<file path="src/rtl/vga_sync_monitor_if.sv">
// +------------------------------------------------------------------+
// | vga_sync_monitor_if                                              |
// | Sync inputs and recovered-timing outputs of vga_sync_monitor.    |
// | Rev 1.0                                                          |
// +------------------------------------------------------------------+
`default_nettype none

interface vga_sync_monitor_if #(
    parameter int H_TOTAL = 800,
    parameter int V_TOTAL = 525
);
    localparam int HW = $clog2(2*H_TOTAL)+1;
    localparam int VW = $clog2(2*V_TOTAL)+1;

    logic          hsync;
    logic          vsync;
    logic          locked;
    logic          line_start;
    logic          frame_start;
    logic          frame_err;
    logic          timeout;
    logic [HW-1:0] h_total_meas;
    logic [HW-1:0] h_sync_meas;
    logic [VW-1:0] v_total_meas;
    logic [VW-1:0] v_sync_meas;
    logic [15:0]   err_count;

    modport master (
        output hsync, vsync,
        input  locked, line_start, frame_start, frame_err, timeout,
        input  h_total_meas, h_sync_meas, v_total_meas, v_sync_meas, err_count
    );

    modport slave (
        input  hsync, vsync,
        output locked, line_start, frame_start, frame_err, timeout,
        output h_total_meas, h_sync_meas, v_total_meas, v_sync_meas, err_count
    );
endinterface

`default_nettype wire

</file>
<file path="src/rtl/vga_sync_monitor.sv">
// +------------------------------------------------------------------+
// | vga_sync_monitor                                                 |
// | Recovers line/frame timing from hsync/vsync and declares lock.   |
// | Optional error counter: define SYNC_MON_ERR_COUNT_EN.            |
// | Rev 1.0                                                          |
// +------------------------------------------------------------------+
`default_nettype none

module vga_sync_monitor #(
    parameter int   H_TOTAL         = 800,
    parameter int   HSYNC_WIDTH     = 96,
    parameter int   V_TOTAL         = 525,
    parameter int   VSYNC_WIDTH     = 2,
    parameter int   LOCK_FRAMES     = 3,
    parameter logic SYNC_ACTIVE_LOW = 1'b1
) (
    input  logic              clk_in,
    input  logic              reset,
    vga_sync_monitor_if.slave mon
);
    localparam int HW = $clog2(2*H_TOTAL)+1;
    localparam int VW = $clog2(2*V_TOTAL)+1;
    localparam int GW = (LOCK_FRAMES < 2) ? 1 : $clog2(LOCK_FRAMES+1);

    localparam logic          c_ACT_LVL   = ~SYNC_ACTIVE_LOW;
    localparam logic [HW-1:0] c_H_MAX     = {HW{1'b1}};
    localparam logic [VW-1:0] c_V_MAX     = {VW{1'b1}};
    localparam logic [HW-1:0] c_H_TOTAL   = HW'(H_TOTAL);
    localparam logic [HW-1:0] c_HS_WIDTH  = HW'(HSYNC_WIDTH);
    localparam logic [VW-1:0] c_V_TOTAL   = VW'(V_TOTAL);
    localparam logic [VW-1:0] c_VS_WIDTH  = VW'(VSYNC_WIDTH);
    localparam logic [HW-1:0] c_TO_LAST   = HW'(2*H_TOTAL-1);
    localparam logic [GW-1:0] c_LOCK_LAST = GW'(LOCK_FRAMES-1);
    localparam logic [GW-1:0] c_LOCK_CNT  = GW'(LOCK_FRAMES);

    typedef enum logic [1:0] {
        ST_SEARCH = 2'd0,
        ST_CHECK  = 2'd1,
        ST_LOCKED = 2'd2
    } state_t;

    logic          r_hs, r_vs;
    logic          r_line_start, r_frame_start, r_frame_err, r_locked, r_timeout;
    logic [HW-1:0] r_h_cnt, r_h_wid, r_h_total_meas, r_h_sync_meas;
    logic [VW-1:0] r_lines, r_v_wid, r_v_total_meas, r_v_sync_meas;
    logic          r_line_err;
    state_t        r_state, w_state_nxt;
    logic [GW-1:0] r_good_cnt, w_good_nxt;
    logic          w_ferr_nxt;

    logic          w_hs_act, w_vs_act, w_h_rise, w_h_fall, w_v_rise, w_v_fall;
    logic [HW-1:0] w_h_total;
    logic [VW-1:0] w_v_total;
    logic          w_line_bad, w_frame_good, w_to_hit;

    assign w_hs_act = (mon.hsync == c_ACT_LVL);
    assign w_vs_act = (mon.vsync == c_ACT_LVL);
    assign w_h_rise = w_hs_act  && (r_hs != c_ACT_LVL);
    assign w_h_fall = !w_hs_act && (r_hs == c_ACT_LVL);
    assign w_v_rise = w_vs_act  && (r_vs != c_ACT_LVL);
    assign w_v_fall = !w_vs_act && (r_vs == c_ACT_LVL);

    assign w_h_total = (r_h_cnt == c_H_MAX) ? c_H_MAX : r_h_cnt + 1'b1;
    // An hsync edge coinciding with the vsync edge closes the ending frame.
    assign w_v_total = (w_h_rise && (r_lines != c_V_MAX)) ? r_lines + 1'b1 : r_lines;

    assign w_line_bad   = w_h_rise && ((w_h_total != c_H_TOTAL) || (r_h_sync_meas != c_HS_WIDTH));
    assign w_frame_good = !(r_line_err || w_line_bad) && (w_v_total == c_V_TOTAL)
                          && (r_v_sync_meas == c_VS_WIDTH);
    assign w_to_hit     = !w_h_rise && (r_h_cnt == c_TO_LAST);

    always_ff @(posedge clk_in or posedge reset) begin
        if (reset) begin
            r_hs           <= ~c_ACT_LVL;
            r_vs           <= ~c_ACT_LVL;
            r_line_start   <= 1'b0;
            r_frame_start  <= 1'b0;
            r_h_cnt        <= '0;
            r_h_wid        <= '0;
            r_h_total_meas <= '0;
            r_h_sync_meas  <= '0;
            r_lines        <= '0;
            r_v_wid        <= '0;
            r_v_total_meas <= '0;
            r_v_sync_meas  <= '0;
            r_line_err     <= 1'b0;
            r_timeout      <= 1'b0;
        end else begin
            r_hs          <= mon.hsync;
            r_vs          <= mon.vsync;
            r_line_start  <= w_h_rise;
            r_frame_start <= w_v_rise;

            if (w_h_rise) begin
                r_h_cnt        <= '0;
                r_h_total_meas <= w_h_total;
            end else if (r_h_cnt != c_H_MAX) begin
                r_h_cnt <= r_h_cnt + 1'b1;
            end

            if (w_h_rise)
                r_h_wid <= HW'(1);
            else if (w_hs_act && (r_h_wid != c_H_MAX))
                r_h_wid <= r_h_wid + 1'b1;
            if (w_h_fall)
                r_h_sync_meas <= r_h_wid;

            if (w_v_rise) begin
                r_v_total_meas <= w_v_total;
                r_lines        <= '0;
            end else if (w_h_rise && (r_lines != c_V_MAX)) begin
                r_lines <= r_lines + 1'b1;
            end

            if (w_v_rise)
                r_v_wid <= w_h_rise ? VW'(1) : '0;
            else if (w_vs_act && w_h_rise && (r_v_wid != c_V_MAX))
                r_v_wid <= r_v_wid + 1'b1;
            if (w_v_fall)
                r_v_sync_meas <= r_v_wid;

            if (w_v_rise)
                r_line_err <= 1'b0;
            else if (w_line_bad)
                r_line_err <= 1'b1;

            if (w_h_rise)
                r_timeout <= 1'b0;
            else if (w_to_hit)
                r_timeout <= 1'b1;
        end
    end

    always_ff @(posedge clk_in or posedge reset) begin
        if (reset) begin
            r_state     <= ST_SEARCH;
            r_good_cnt  <= '0;
            r_locked    <= 1'b0;
            r_frame_err <= 1'b0;
        end else begin
            r_state     <= w_state_nxt;
            r_good_cnt  <= w_good_nxt;
            r_locked    <= (w_state_nxt == ST_LOCKED);
            r_frame_err <= w_ferr_nxt;
        end
    end

    // Timeout overrides any frame decision made in the same cycle.
    always_comb begin
        w_state_nxt = r_state;
        w_good_nxt  = r_good_cnt;
        w_ferr_nxt  = 1'b0;
        if (w_to_hit) begin
            w_state_nxt = ST_SEARCH;
            w_good_nxt  = '0;
        end else if (w_v_rise) begin
            case (r_state)
                ST_SEARCH: begin
                    w_state_nxt = ST_CHECK;
                    w_good_nxt  = '0;
                end
                ST_CHECK: begin
                    if (!w_frame_good) begin
                        w_good_nxt = '0;
                        w_ferr_nxt = 1'b1;
                    end else if (r_good_cnt == c_LOCK_LAST) begin
                        w_state_nxt = ST_LOCKED;
                        w_good_nxt  = c_LOCK_CNT;
                    end else begin
                        w_good_nxt = r_good_cnt + 1'b1;
                    end
                end
                ST_LOCKED: begin
                    if (!w_frame_good) begin
                        w_state_nxt = ST_CHECK;
                        w_good_nxt  = '0;
                        w_ferr_nxt  = 1'b1;
                    end
                end
                default: begin
                    w_state_nxt = ST_SEARCH;
                    w_good_nxt  = '0;
                end
            endcase
        end
    end

`ifdef SYNC_MON_ERR_COUNT_EN
    logic [15:0] r_err_count;

    // w_to_hit is exactly the timeout rising edge: the flag only clears on an hsync edge.
    always_ff @(posedge clk_in or posedge reset) begin
        if (reset)
            r_err_count <= '0;
        else if ((w_ferr_nxt || w_to_hit) && (r_err_count != 16'hFFFF))
            r_err_count <= r_err_count + 16'd1;
    end

    assign mon.err_count = r_err_count;
`else
    assign mon.err_count = 16'h0000;
`endif

    assign mon.locked       = r_locked;
    assign mon.line_start   = r_line_start;
    assign mon.frame_start  = r_frame_start;
    assign mon.frame_err    = r_frame_err;
    assign mon.timeout      = r_timeout;
    assign mon.h_total_meas = r_h_total_meas;
    assign mon.h_sync_meas  = r_h_sync_meas;
    assign mon.v_total_meas = r_v_total_meas;
    assign mon.v_sync_meas  = r_v_sync_meas;

endmodule

`default_nettype wire

</file>
<file path="src/flat_wrapper.sv">
// flat-port wrapper written by rule: the top's interface ports become plain ports
module vga_sync_monitor_flat 
#(
    parameter int   H_TOTAL         = 800,
    parameter int   HSYNC_WIDTH     = 96,
    parameter int   V_TOTAL         = 525,
    parameter int   VSYNC_WIDTH     = 2,
    parameter int   LOCK_FRAMES     = 3,
    parameter logic SYNC_ACTIVE_LOW = 1'b1
)
  (clk_in, reset, mon_hsync, mon_vsync, mon_locked, mon_line_start, mon_frame_start, mon_frame_err, mon_timeout, mon_h_total_meas, mon_h_sync_meas, mon_v_total_meas, mon_v_sync_meas, mon_err_count);
  vga_sync_monitor_if #(.H_TOTAL(H_TOTAL), .V_TOTAL(V_TOTAL)) mon_i ();
  input  logic clk_in;
  input  logic reset;
  input wire logic [$bits(mon_i.hsync)-1:0] mon_hsync;
  input wire logic [$bits(mon_i.vsync)-1:0] mon_vsync;
  output wire logic [$bits(mon_i.locked)-1:0] mon_locked;
  output wire logic [$bits(mon_i.line_start)-1:0] mon_line_start;
  output wire logic [$bits(mon_i.frame_start)-1:0] mon_frame_start;
  output wire logic [$bits(mon_i.frame_err)-1:0] mon_frame_err;
  output wire logic [$bits(mon_i.timeout)-1:0] mon_timeout;
  output wire logic [$bits(mon_i.h_total_meas)-1:0] mon_h_total_meas;
  output wire logic [$bits(mon_i.h_sync_meas)-1:0] mon_h_sync_meas;
  output wire logic [$bits(mon_i.v_total_meas)-1:0] mon_v_total_meas;
  output wire logic [$bits(mon_i.v_sync_meas)-1:0] mon_v_sync_meas;
  output wire logic [$bits(mon_i.err_count)-1:0] mon_err_count;
  assign mon_i.hsync = mon_hsync;
  assign mon_i.vsync = mon_vsync;
  assign mon_locked = mon_i.locked;
  assign mon_line_start = mon_i.line_start;
  assign mon_frame_start = mon_i.frame_start;
  assign mon_frame_err = mon_i.frame_err;
  assign mon_timeout = mon_i.timeout;
  assign mon_h_total_meas = mon_i.h_total_meas;
  assign mon_h_sync_meas = mon_i.h_sync_meas;
  assign mon_v_total_meas = mon_i.v_total_meas;
  assign mon_v_sync_meas = mon_i.v_sync_meas;
  assign mon_err_count = mon_i.err_count;
  vga_sync_monitor #(.H_TOTAL(H_TOTAL), .HSYNC_WIDTH(HSYNC_WIDTH), .V_TOTAL(V_TOTAL), .VSYNC_WIDTH(VSYNC_WIDTH), .LOCK_FRAMES(LOCK_FRAMES), .SYNC_ACTIVE_LOW(SYNC_ACTIVE_LOW)) u_core (.clk_in(clk_in), .reset(reset), .mon(mon_i));
endmodule
</file>
<file path="config.mk">
export PLATFORM = sky130hd
export DESIGN_NAME = vga_sync_monitor_flat
export DESIGN_NICKNAME = d
export VERILOG_FILES = /design/src/rtl/vga_sync_monitor_if.sv /design/src/rtl/vga_sync_monitor.sv /design/src/flat_wrapper.sv
export SDC_FILE = /design/constraint.sdc
export NUM_CORES = 1
export LEC_CHECK = 0
export BUFFER_PORTS_ARGS = -buffer_cell sky130_fd_sc_hd__buf_2
export CORE_AREA = 2 2 107 99
export CTS_BUF_LIST = sky130_fd_sc_hd__clkbuf_4 sky130_fd_sc_hd__clkbuf_8
export CTS_CLUSTER_SIZE = 10
export DETAILED_ROUTE_END_ITERATION = 10
export DIE_AREA = 0 0 109 101
export PLACE_DENSITY = 0.79
export REMOVE_ABC_BUFFERS = 1
export SLEW_MARGIN = 20
export SYNTH_ARGS = -nofsm -noshare
export SYNTH_HDL_FRONTEND = slang
export SYNTH_SLANG_ARGS = --single-unit
</file>
<file path="constraint.sdc">
create_clock -name clk_in -period 3.1 [get_ports clk_in]
set_input_delay 0.155 -clock clk_in [delete_from_list [all_inputs] [get_ports clk_in]]
set_output_delay 0.155 -clock clk_in [all_outputs]
set_load 0.02 [all_outputs]
</file>
==> results.py, run 1 <==
metrics = {
    "yosys": {
        "synth-simple-area-share_pct": 20.7,
        "synth_top_family_by_area": "simple AND/OR/NAND/NOR gates",
        "synth_compound_area_share_pct": 8.32,
        "synth_mux_area_share_pct": 7.13,
        "ys_seq_elements": 108,
        "ys_seq_area_share_pct": 52.1,
        "netlist-cell-type-count": 55,
        "syn_area_um2": 5190,
        "yosysWarnings": 0,
        "synth-main-ff-cell": "dfrtp_1",
        "syn-instance-count": 505,
        "synth_xor_area_share_pct": 4.56,
        "synth_edf_count": 0,
        "yosys-top-cells-area": "dfrtp_1 (51%), mux2_2 (5.2%), nor2_1 (4.4%)",
        "synth_fa_ha_area_share_pct": 2.17,
        "async_flop_share_pct": 100,
        "synth_top_cell_by_area": "dfrtp_1",
        "syn_area_per_cell_um2": 10.3,
        "synth.top_cell.area_share_pct": 51.1,
    },
    "floorplan": {
        "num_rows": 35,
        "die_y_um": 101,
        "ios": 73,
        "fp.coreArea_um2": 9940,
        "die_x_um": 109,
        "die_area_um2": 11000,
        "start_util_pct": 52.2,
    },
    "drt": {
        "drc": 0,
        "drt_first_pass_iters": 4,
        "wl_um": 10500,
        "via_per_inst": 5.62,
        "routedWlPerCell_um": 15.0,
        "drtIter0Drc": 165,
        "vias": 3920,
        "ant_nets": 0,
    },
    "worst_setup_path": {
        "crit_path_start_kind": "flip-flop",
        "r2r-end": "u_core.r_state[0]",
        "startpoint": "u_core.r_lines[0]",
        "r2r-start": "u_core.r_lines[0]",
        "critPathArrivalTime_ns": 2.92,
        "r2r_slack_ns": 0.45,
        "cp_slowest_stage_delay_ns": 0.43,
        "critPathCapture": "u_core.r_state[0]",
        "reg2regPathDepth": 8,
        "critPathSlowestCell": "dfrtp_1",
        "worstPathRequired_ns": 3.37,
        "critPathMaxFanout": 7,
        "endpoint_kind": "flip-flop",
        "path_cells": "ha_1 -> nand4_2 -> nor4_1 -> mux2i_1 -> nor4b_2 -> nor4b_4 -> a31oi_1 -> and2_1",
        "path_class": "reg -> reg",
    },
    "grt": {
        "grt_max_degree": 88,
        "antenna_found_initial": 0,
        "grt_overflow": 0,
        "grt_pass1_vias": 3793,
        "grt_pass1_wl_um": 17600,
        "grt_usage_pct": 20.4,
    },
    "clock_tree": {
        "tritoncts": "built",
        "root_buffer": "clkbuf_8",
        "clk_pin_slew_ns": 0.10,
        "h-tree-depth": 3,
        "clock_path_buffers": 2,
        "cts.sinks": 108,
        "cts_resized": 0,
        "cts_setup_buffers": 0,
        "numCtsBuffers": 9,
        "clk_latency_ns": 0.38,
    },
    "min_path": {
        "hp-class": "in -> async",
    },
    "cells_and_area": {
        "diodes": 0,
        "layout_commonest_cell": "dfrtp_1",
        "design_area_um2": 5750,
        "final_net_count": 576,
        "area_growth_pct": 10.7,
        "drive_gt1_share_pct": 21.5,
        "final_cell_mix": "dfrtp_1 (106), nor2_1 (61), buf_2 (56)",
    },
    "timing": {
        "worst_slew_pin_slew_ns": 1.11,
        "relSlewSlack_pct": 25.7,
        "fin_crit_ns": 2.65,
        "max_freq_mhz": 377,
        "hold_viol_final": 0,
        "timing.setup.tns_ns": 0,
        "rsz0062_at_grt": "no",
        "final_max_slew_viol_count": 0,
        "setup_viol": 0,
        "fin_crit_sh_pct": 85.6,
        "final.setup_skew_ns": 0.0122,
    },
    "run_status": {
        "status": "completed",
    },
    "pwr": {
        "worst_ir_drop_vdd_v": 0.000341,
        "power_density_nw_per_um2": 512,
        "p_leak_nw": 2.79,
    },
    "placed_design": {
        "postPlaceCellArea_um2": 5540,
        "gp_congestion": 0.871,
        "hpwl_um": 7220,
        "port_buffers": 56,
    },
    "job": {
        "cap_viol_max_count": 0,
    },
}
-- logic make-up (layout without fill, tap and decap cells) --
logic type                 after synthesis  in the layout
DFF                                    108            108
other                                    1             16
and+or+nand+nor                        206            206
muxes                                   34             34
AOI/OAI and AO/OA                       72             72
buffers and inverters                   48             96
adders and majority gates                9              9
xor gates and xnor gates                27             27
-- what timing repair did --
| action | 4_1_cts | 5_1_grt |
|---|---|---|
| endpoints found under the hold margin | 2 | 68 |
| hold buffers | 2 | 1 |
| setup endpoints to repair | 0 | 0 |
-- routing by layer --
metal | share of wire (%) | GRT usage, % | up-vias | routed length [um]
li1 | - | - | 1840 | -
met1 | 45 | 26.9 | 1926 | 4740
met2 | 48 | 32.7 | 133 | 4980
met3 | 5.5 | 6.21 | 21 | 578
met4 | 1.6 | 5.92 | 0 | 163
met5 | 0 | 0 | - | 0
-- report_power, final --
group	total (mW)	switching (mW)	internal, mW	leakage, nW
sequential	1.64	0.121	1.52	1.46
clock	0.781	0.463	0.318	0.0923
combinational	0.515	0.319	0.196	1.23
-- final cells by class --
class,count,area [um^2]
inverters,14,58.8
fillers,837,4190
multi-input cells,364,2290
clock buffers,11,145
clock inverters,5,27.5
repair buffers,66,363
well taps,129,161
flip-flops and latches,108,2710
-- worst min path at each step --
| stage | from | end | slack, ns | cells after the start |
|---|---|---|---|---|
| 5_1_grt | mon_hsync | u_core.r_hs | 0.46 | 2 |
| 2_1_floorplan | mon_hsync | u_core.r_hs | 0.16 | 0 |
| 4_1_cts | reset | u_core.r_h_wid[6] | 0.06 | 2 |
| 6_report | reset | u_core.mon.h_sync_meas[5] | 0.47 | 3 |
| 3_5_place_dp | mon_hsync | u_core.r_hs | 0.31 | 1 |
| 3_3_place_gp | mon_hsync | u_core.r_hs | 0.30 | 1 |
-- synth_stat cells (all sizes together) (12+ instances only) --
| cell type | n |
|---|---|
| dfrtp | 106 |
| nor2 | 61 |
| nand2 | 48 |
| o21ai | 40 |
| mux2 | 24 |
| buf | 20 |
| nand3 | 19 |
| a21oi | 15 |
| nand4 | 15 |
| xor2 | 15 |
| clkbuf | 14 |
| inv | 13 |
| xnor2 | 12 |
-- flip-flops by register name (all words and copies together) (netlist names), 2 cells and up --
name                     flops
u_core.mon.h_sync_meas      12
u_core.mon.h_total_meas     12
u_core.mon.v_sync_meas      12
u_core.mon.v_total_meas     12
u_core.r_good_cnt            2
u_core.r_h_cnt              12
u_core.r_h_wid              12
u_core.r_lines              12
u_core.r_state               2
u_core.r_v_wid              12
-- stage by stage --
stage                     instances  total power, mW  utilization [%]  hold WS [ns]  setup WS, ns
after floorplan                 486             2.02                -         0.159         0.103
after global placement          678             2.16             55.8         0.302         0.684
after detailed placement        678             2.19             55.8         0.305         0.506
after CTS                       696             2.97             57.7        0.0570         0.488
after global routing            697             3.12             57.8         0.457         0.206
final                           697             2.94             57.8         0.473         0.448
-- critical path, delay by kind of cell, from the launching register on --
family                     cells  cell delay [ns]
AOI/OAI and AO/OA              1             0.17
and+or+nand+nor                5             1.32
DFF                            1             0.43
adders and majority gates      1             0.33
muxes                          1             0.31
Power figures use the tool's default switching activity.
==> run 2, diff against run 1 <==
CORE_AREA = 2 2 121 88   (was 2 2 107 99)
DIE_AREA = 0 0 123 90   (was 0 0 109 101)
==> run 2 against run 1 <==
  * Non-clock buffer count is 1 lower
  * Critical path type unchanged
  * Wire length is 0.45% lower
  * Sequential share of layout area is 0.52 points lower
  * Die area is 0.55% higher
  * Total power is 6.6% higher
  * Cell area is 1.1% higher
  * Largest power group unchanged
  * Flip-flop and latch count stayed put
  * Final cell count is 0.29% higher
==> results.py, run 2 (synthesized netlist as in run 1, its figures left out) <==
metrics = {
    "run_status": {
        "status": "completed",
    },
    "worst_setup_path": {
        "path_delay_family": "simple AND/OR/NAND/NOR gates",
        "cp_slowest_stage_delay_ns": 0.42,
        "crit_path_start_kind": "flip-flop",
        "critPathSlowestCell": "dfrtp_1",
        "critPathMaxFanout": 7,
        "critPathArrivalTime_ns": 2.82,
        "path_class": "reg -> reg",
        "endpoint_kind": "flip-flop",
        "path_cells": "ha_1 -> nand4_2 -> nor4_1 -> mux2i_1 -> nor4b_2 -> nor4b_4 -> a31oi_1 -> and2_1",
        "worstPathRequired_ns": 3.37,
        "path_buf_inv": 0,
    },
    "floorplan": {
        "die_x_um": 123,
        "die_area_um2": 11100,
        "fp.coreArea_um2": 10000,
        "die_y_um": 90,
        "ios": 73,
        "num_rows": 31,
        "start_util_pct": 51.9,
    },
    "cells_and_area": {
        "diodes": 0,
        "area_growth_pct": 12.0,
        "final_cell_mix": "dfrtp_1 (106), nor2_1 (61), buf_2 (56)",
        "drive_gt1_share_pct": 21.5,
        "final_net_count": 575,
        "multi_input_area_um2": 2290,
        "seq_area_um2": 2710,
        "layout_commonest_cell": "dfrtp_1",
        "fin_cells": 699,
        "fillers": 872,
    },
    "drt": {
        "ant_nets": 0,
        "vias": 3851,
        "drtIter0Drc": 206,
        "wl_um": 10400,
        "drc": 0,
        "routedWlPerCell_um": 14.9,
        "via_per_inst": 5.51,
        "drt_first_pass_iters": 4,
    },
    "grt": {
        "grt_pass1_wl_um": 18000,
        "grt_max_degree": 65,
        "grt_overflow": 0,
        "grt_usage_pct": 20.4,
        "grt_pass1_vias": 3670,
        "antenna_found_initial": 0,
    },
    "clock_tree": {
        "clk_latency_ns": 0.38,
        "cts.sinks": 108,
        "cts_resized": 0,
        "root_buffer": "clkbuf_8",
        "h-tree-depth": 3,
        "clock_path_buffers": 2,
        "cts_setup_buffers": 0,
        "tritoncts": "built",
        "clk_pin_slew_ns": 0.10,
        "numCtsBuffers": 9,
    },
    "placed_design": {
        "gp_congestion": 0.930,
        "port_buffers": 56,
        "hpwl_um": 7410,
        "dp.cells": 680,
    },
    "timing": {
        "final_max_slew_viol_count": 0,
        "setup_viol": 0,
        "max_freq_mhz": 393,
        "relSlewSlack_pct": 30.6,
        "rsz0062_at_grt": "no",
        "hold_viol_final": 0,
        "worst_slew_pin_slew_ns": 1.04,
        "fin_crit_ns": 2.55,
        "timing.setup.tns_ns": 0,
        "final.setup_skew_ns": 0.00983,
        "fin_crit_sh_pct": 82.2,
    },
    "min_path": {
        "hp-class": "in -> async",
    },
    "pwr": {
        "worst_ir_drop_vdd_v": 0.000286,
        "power_density_nw_per_um2": 539,
        "p_leak_nw": 2.81,
    },
    "job": {
        "cap_viol_max_count": 0,
    },
}
==> run 2: cell types whose count changed in the layout (fill, tap and decap cells not counted), sizes merged <==
cell,previous run,this run
clkinv,5,2
bufinv,0,2
inv,13,15
buf,63,62
clkbuf,11,10
==> run 2: power by group <==
| part | internal [mW] | total [mW] | leakage [nW] | switching, mW |
|---|---|---|---|---|
| Combinational | 0.199 | 0.524 | 1.23 | 0.325 |
| Sequential | 1.52 | 1.64 | 1.46 | 0.116 |
| Clock | 0.474 | 0.972 | 0.112 | 0.497 |
| Total | 2.20 | 3.13 | 2.81 | 0.938 |
==> run 2: layout make-up <==
| class | count | share of cell area [%] |
|---|---|---|
| inverters | 14 | 0.969 |
| multi-input cells | 364 | 39.4 |
| well taps | 132 | 2.84 |
| flip-flops and latches | 108 | 46.5 |
| repair buffers | 65 | 6.33 |
| clock inverters | 6 | 1.66 |
| clock buffers | 10 | 2.26 |
==> run 2: final timing paths <==
check | start | to | slack [ns] | cells after the start
setup / recovery | u_core.r_lines[0] | u_core.r_state[0] | 0.55 | 8
hold / removal | reset | u_core.r_v_wid[2] | 0.36 | 3
setup reg to reg | u_core.r_lines[0] | u_core.r_state[0] | 0.55 | 8
hold reg to reg | u_core.mon.h_total_meas[7] | u_core.mon.h_total_meas[7] | 0.48 | 2
max in group asynchronous | reset | u_core.r_hs | 1.98 | 4
min in group clk_in | mon_hsync | u_core.r_hs | 0.46 | 2
==> run 2: metal layers <==
metal | vias up | wire length (um) | track usage, %
met5 | - | 0 | 0
met4 | 0 | 120 | 5.21
met3 | 11 | 547 | 4.89
met2 | 80 | 4520 | 29.5
met1 | 1909 | 5220 | 30.8
li1 | 1851 | - | -
==> run 2: tightest hold or removal path: stages <==
cell and delay, ns:
dlygate4sd3_1 0.52, buf_2 0.13, inv_4 0.40
==> run 2: stage by stage <==
step | setup WS, ns | hold slack (ns) | area, um^2 | util [%] | power [mW]
floorplan | 0.103 | 0.159 | 5050 | - | 2.02
global placement | 0.672 | 0.244 | 5550 | 55.5 | 2.16
detailed placement | 0.628 | 0.254 | 5550 | 55.5 | 2.19
CTS | 0.580 | 0.368 | 5810 | 58.1 | 3.16
global route | 0.268 | 0.429 | 5810 | 58.1 | 3.28
finish | 0.553 | 0.359 | 5810 | 58.1 | 3.13
==> run 2: timing repair <==
| action | in CTS | in global routing |
|---|---|---|
| hold endpoints to repair | 45 | 0 |
| hold buffers | 3 | 0 |
| setup endpoints to repair | 0 | 0 |
==> run 3, diff against run 2 <==
CORE_AREA = 2 2 116 84   (was 2 2 121 88)
DIE_AREA = 0 0 118 86   (was 0 0 123 90)
PLACE_DENSITY = 0.82   (was 0.79)
clock period = 2.6 ns   (was 3.1 ns; I/O delays follow)
==> run 3 against run 2 <==
  * Register-to-register slack got worse by 0.40 ns
  * Via count increased by 1.0%
  * Largest cell class unchanged
  * Core utilization increased by 7.3 points
  * Combinational power increased by 22%
  * Worst setup slack got worse by 0.40 ns
==> results.py, run 3 (synthesized netlist as in run 1, its figures left out) <==
metrics = {
    "grt": {
        "grt_usage_pct": 22.7,
        "grt_max_degree": 47,
        "antenna_found_initial": 0,
        "grt_overflow": 0,
        "grt_pass1_wl_um": 18300,
        "grt_pass1_vias": 3726,
    },
    "drt": {
        "ant_nets": 0,
        "wl_um": 10900,
        "drtIter0Drc": 290,
        "via_per_inst": 5.58,
        "routedWlPerCell_um": 15.7,
        "drt_first_pass_iters": 7,
        "drc": 0,
        "vias": 3890,
    },
    "placed_design": {
        "hpwl_um": 7750,
        "gp_congestion": 0.933,
        "port_buffers": 56,
        "pre_cts_ws_ns": -0.146,
    },
    "timing": {
        "fin_crit_ns": 2.44,
        "setup_viol": 0,
        "setup_ws_ns": 0.155,
        "final_max_slew_viol_count": 0,
        "fin_crit_sh_pct": 94.0,
        "timing.setup.tns_ns": 0,
        "max_freq_mhz": 409,
        "final.setup_skew_ns": 0.00786,
        "rsz0062_at_grt": "no",
        "relSlewSlack_pct": 60.9,
        "hold_viol_final": 0,
        "worst_slew_pin_slew_ns": 0.587,
    },
    "worst_setup_path": {
        "crit_path_start_kind": "flip-flop",
        "reg2regPathDepth": 9,
        "critPathArrivalTime_ns": 2.74,
        "worstPathRequired_ns": 2.90,
        "critPathSlowestCell": "dfrtp_2",
        "cp_slowest_stage_delay_ns": 0.43,
        "endpoint_kind": "flip-flop",
        "path_cells": "ha_4 -> nand4_2 -> o31a_2 -> mux2i_1 -> nor4b_2 -> nor4b_4 -> buf_4 -> nand4_1 -> a21oi_1",
        "critPathMaxFanout": 7,
        "path_class": "reg -> reg",
    },
    "pwr": {
        "worst_ir_drop_vdd_v": 0.000406,
        "power_density_nw_per_um2": 634,
        "p_leak_nw": 2.83,
    },
    "floorplan": {
        "die_x_um": 118,
        "fp.coreArea_um2": 8960,
        "die_y_um": 86,
        "die_area_um2": 10100,
        "ios": 73,
        "num_rows": 29,
        "start_util_pct": 57.9,
    },
    "min_path": {
        "hp-class": "in -> async",
    },
    "clock_tree": {
        "root_buffer": "clkbuf_8",
        "tritoncts": "built",
        "clock_path_buffers": 2,
        "clk_pin_slew_ns": 0.10,
        "numCtsBuffers": 9,
        "h-tree-depth": 3,
        "cts.sinks": 108,
        "clk_latency_ns": 0.38,
    },
    "cells_and_area": {
        "drive_gt1_share_pct": 22.7,
        "area_growth_pct": 12.8,
        "final_net_count": 581,
        "final_cell_mix": "dfrtp_1 (105), nor2_1 (61), buf_2 (56)",
        "layout_commonest_cell": "dfrtp_1",
        "diodes": 0,
    },
    "job": {
        "cap_viol_max_count": 0,
    },
    "run_status": {
        "status": "completed",
    },
}
==> run 3: worst paths after layout <==
| kind | end | slack [ns] | start |
|---|---|---|---|
| min reg2reg | u_core.mon.h_total_meas[1] | 0.47 | u_core.mon.h_total_meas[1] |
| min in group clk_in | u_core.r_hs | 0.45 | mon_hsync |
| min | u_core.mon.h_sync_meas[5] | 0.37 | reset |
| max in group asynchronous | u_core.r_vs | 1.41 | reset |
| max reg2reg | u_core.mon.locked | 0.16 | u_core.r_lines[0] |
| max | u_core.mon.locked | 0.16 | u_core.r_lines[0] |
==> run 3: what timing repair did <==
action                                  4_1_cts  5_1_grt
resized for setup                             1        3
cloned                                        0        0
endpoints found under the setup margin        6        6
hold endpoints to repair                     46        0
buffers inserted                              2        0
hold buffers                                  3        0
==> run 3: area by class of cell <==
type,count,area (um^2)
Clock buffer,10,131
Clock inverter,6,88.8
Fill cell,722,3110
Inverter,14,56.3
Multi-Input combinational cell,364,2310
Sequential cell,108,2710
Tap cell,124,155
Timing Repair Buffer,71,413
==> run 3: stage by stage <==
| stage | std cells | hold WS, ns | cell area (um^2) | utilization (%) | total power, mW |
|---|---|---|---|---|---|
| after floorplan | 486 | 0.134 | 5050 | - | 2.40 |
| after global placement | 676 | 0.240 | 5570 | 62.2 | 2.58 |
| after detailed placement | 676 | 0.238 | 5570 | 62.2 | 2.62 |
| after CTS | 697 | 0.372 | 5840 | 65.2 | 3.73 |
| after global routing | 697 | 0.406 | 5860 | 65.3 | 3.90 |
| final | 697 | 0.374 | 5860 | 65.3 | 3.71 |
==> run 3: layer usage <==
layer  vias to the layer above  routed length [um]  global-route usage (%)
met5                         -                   0                       0
met4                         0                 119                    6.13
met3                        10                 676                    6.25
met2                       126                5090                    35.6
met1                      1897                5060                    31.5
li1                       1857                   -                       -
==> run 3: where the power goes <==
part	switching (mW)	total (mW)	internal (mW)
clock network	0.564	1.12	0.553
logic	0.393	0.638	0.245
registers	0.142	1.96	1.82
==> run 3: critical path: cells and delay by family (launching register included) <==
| family | cells | cell delay, ns |
|---|---|---|
| AND/OR/NAND/NOR | 4 | 0.77 |
| buffers and inverters | 1 | 0.19 |
| flip-flops | 1 | 0.43 |
| multiplexers | 1 | 0.16 |
| adder cells (fa/ha/maj) | 1 | 0.19 |
| AO/OA/AOI/OAI | 2 | 0.61 |
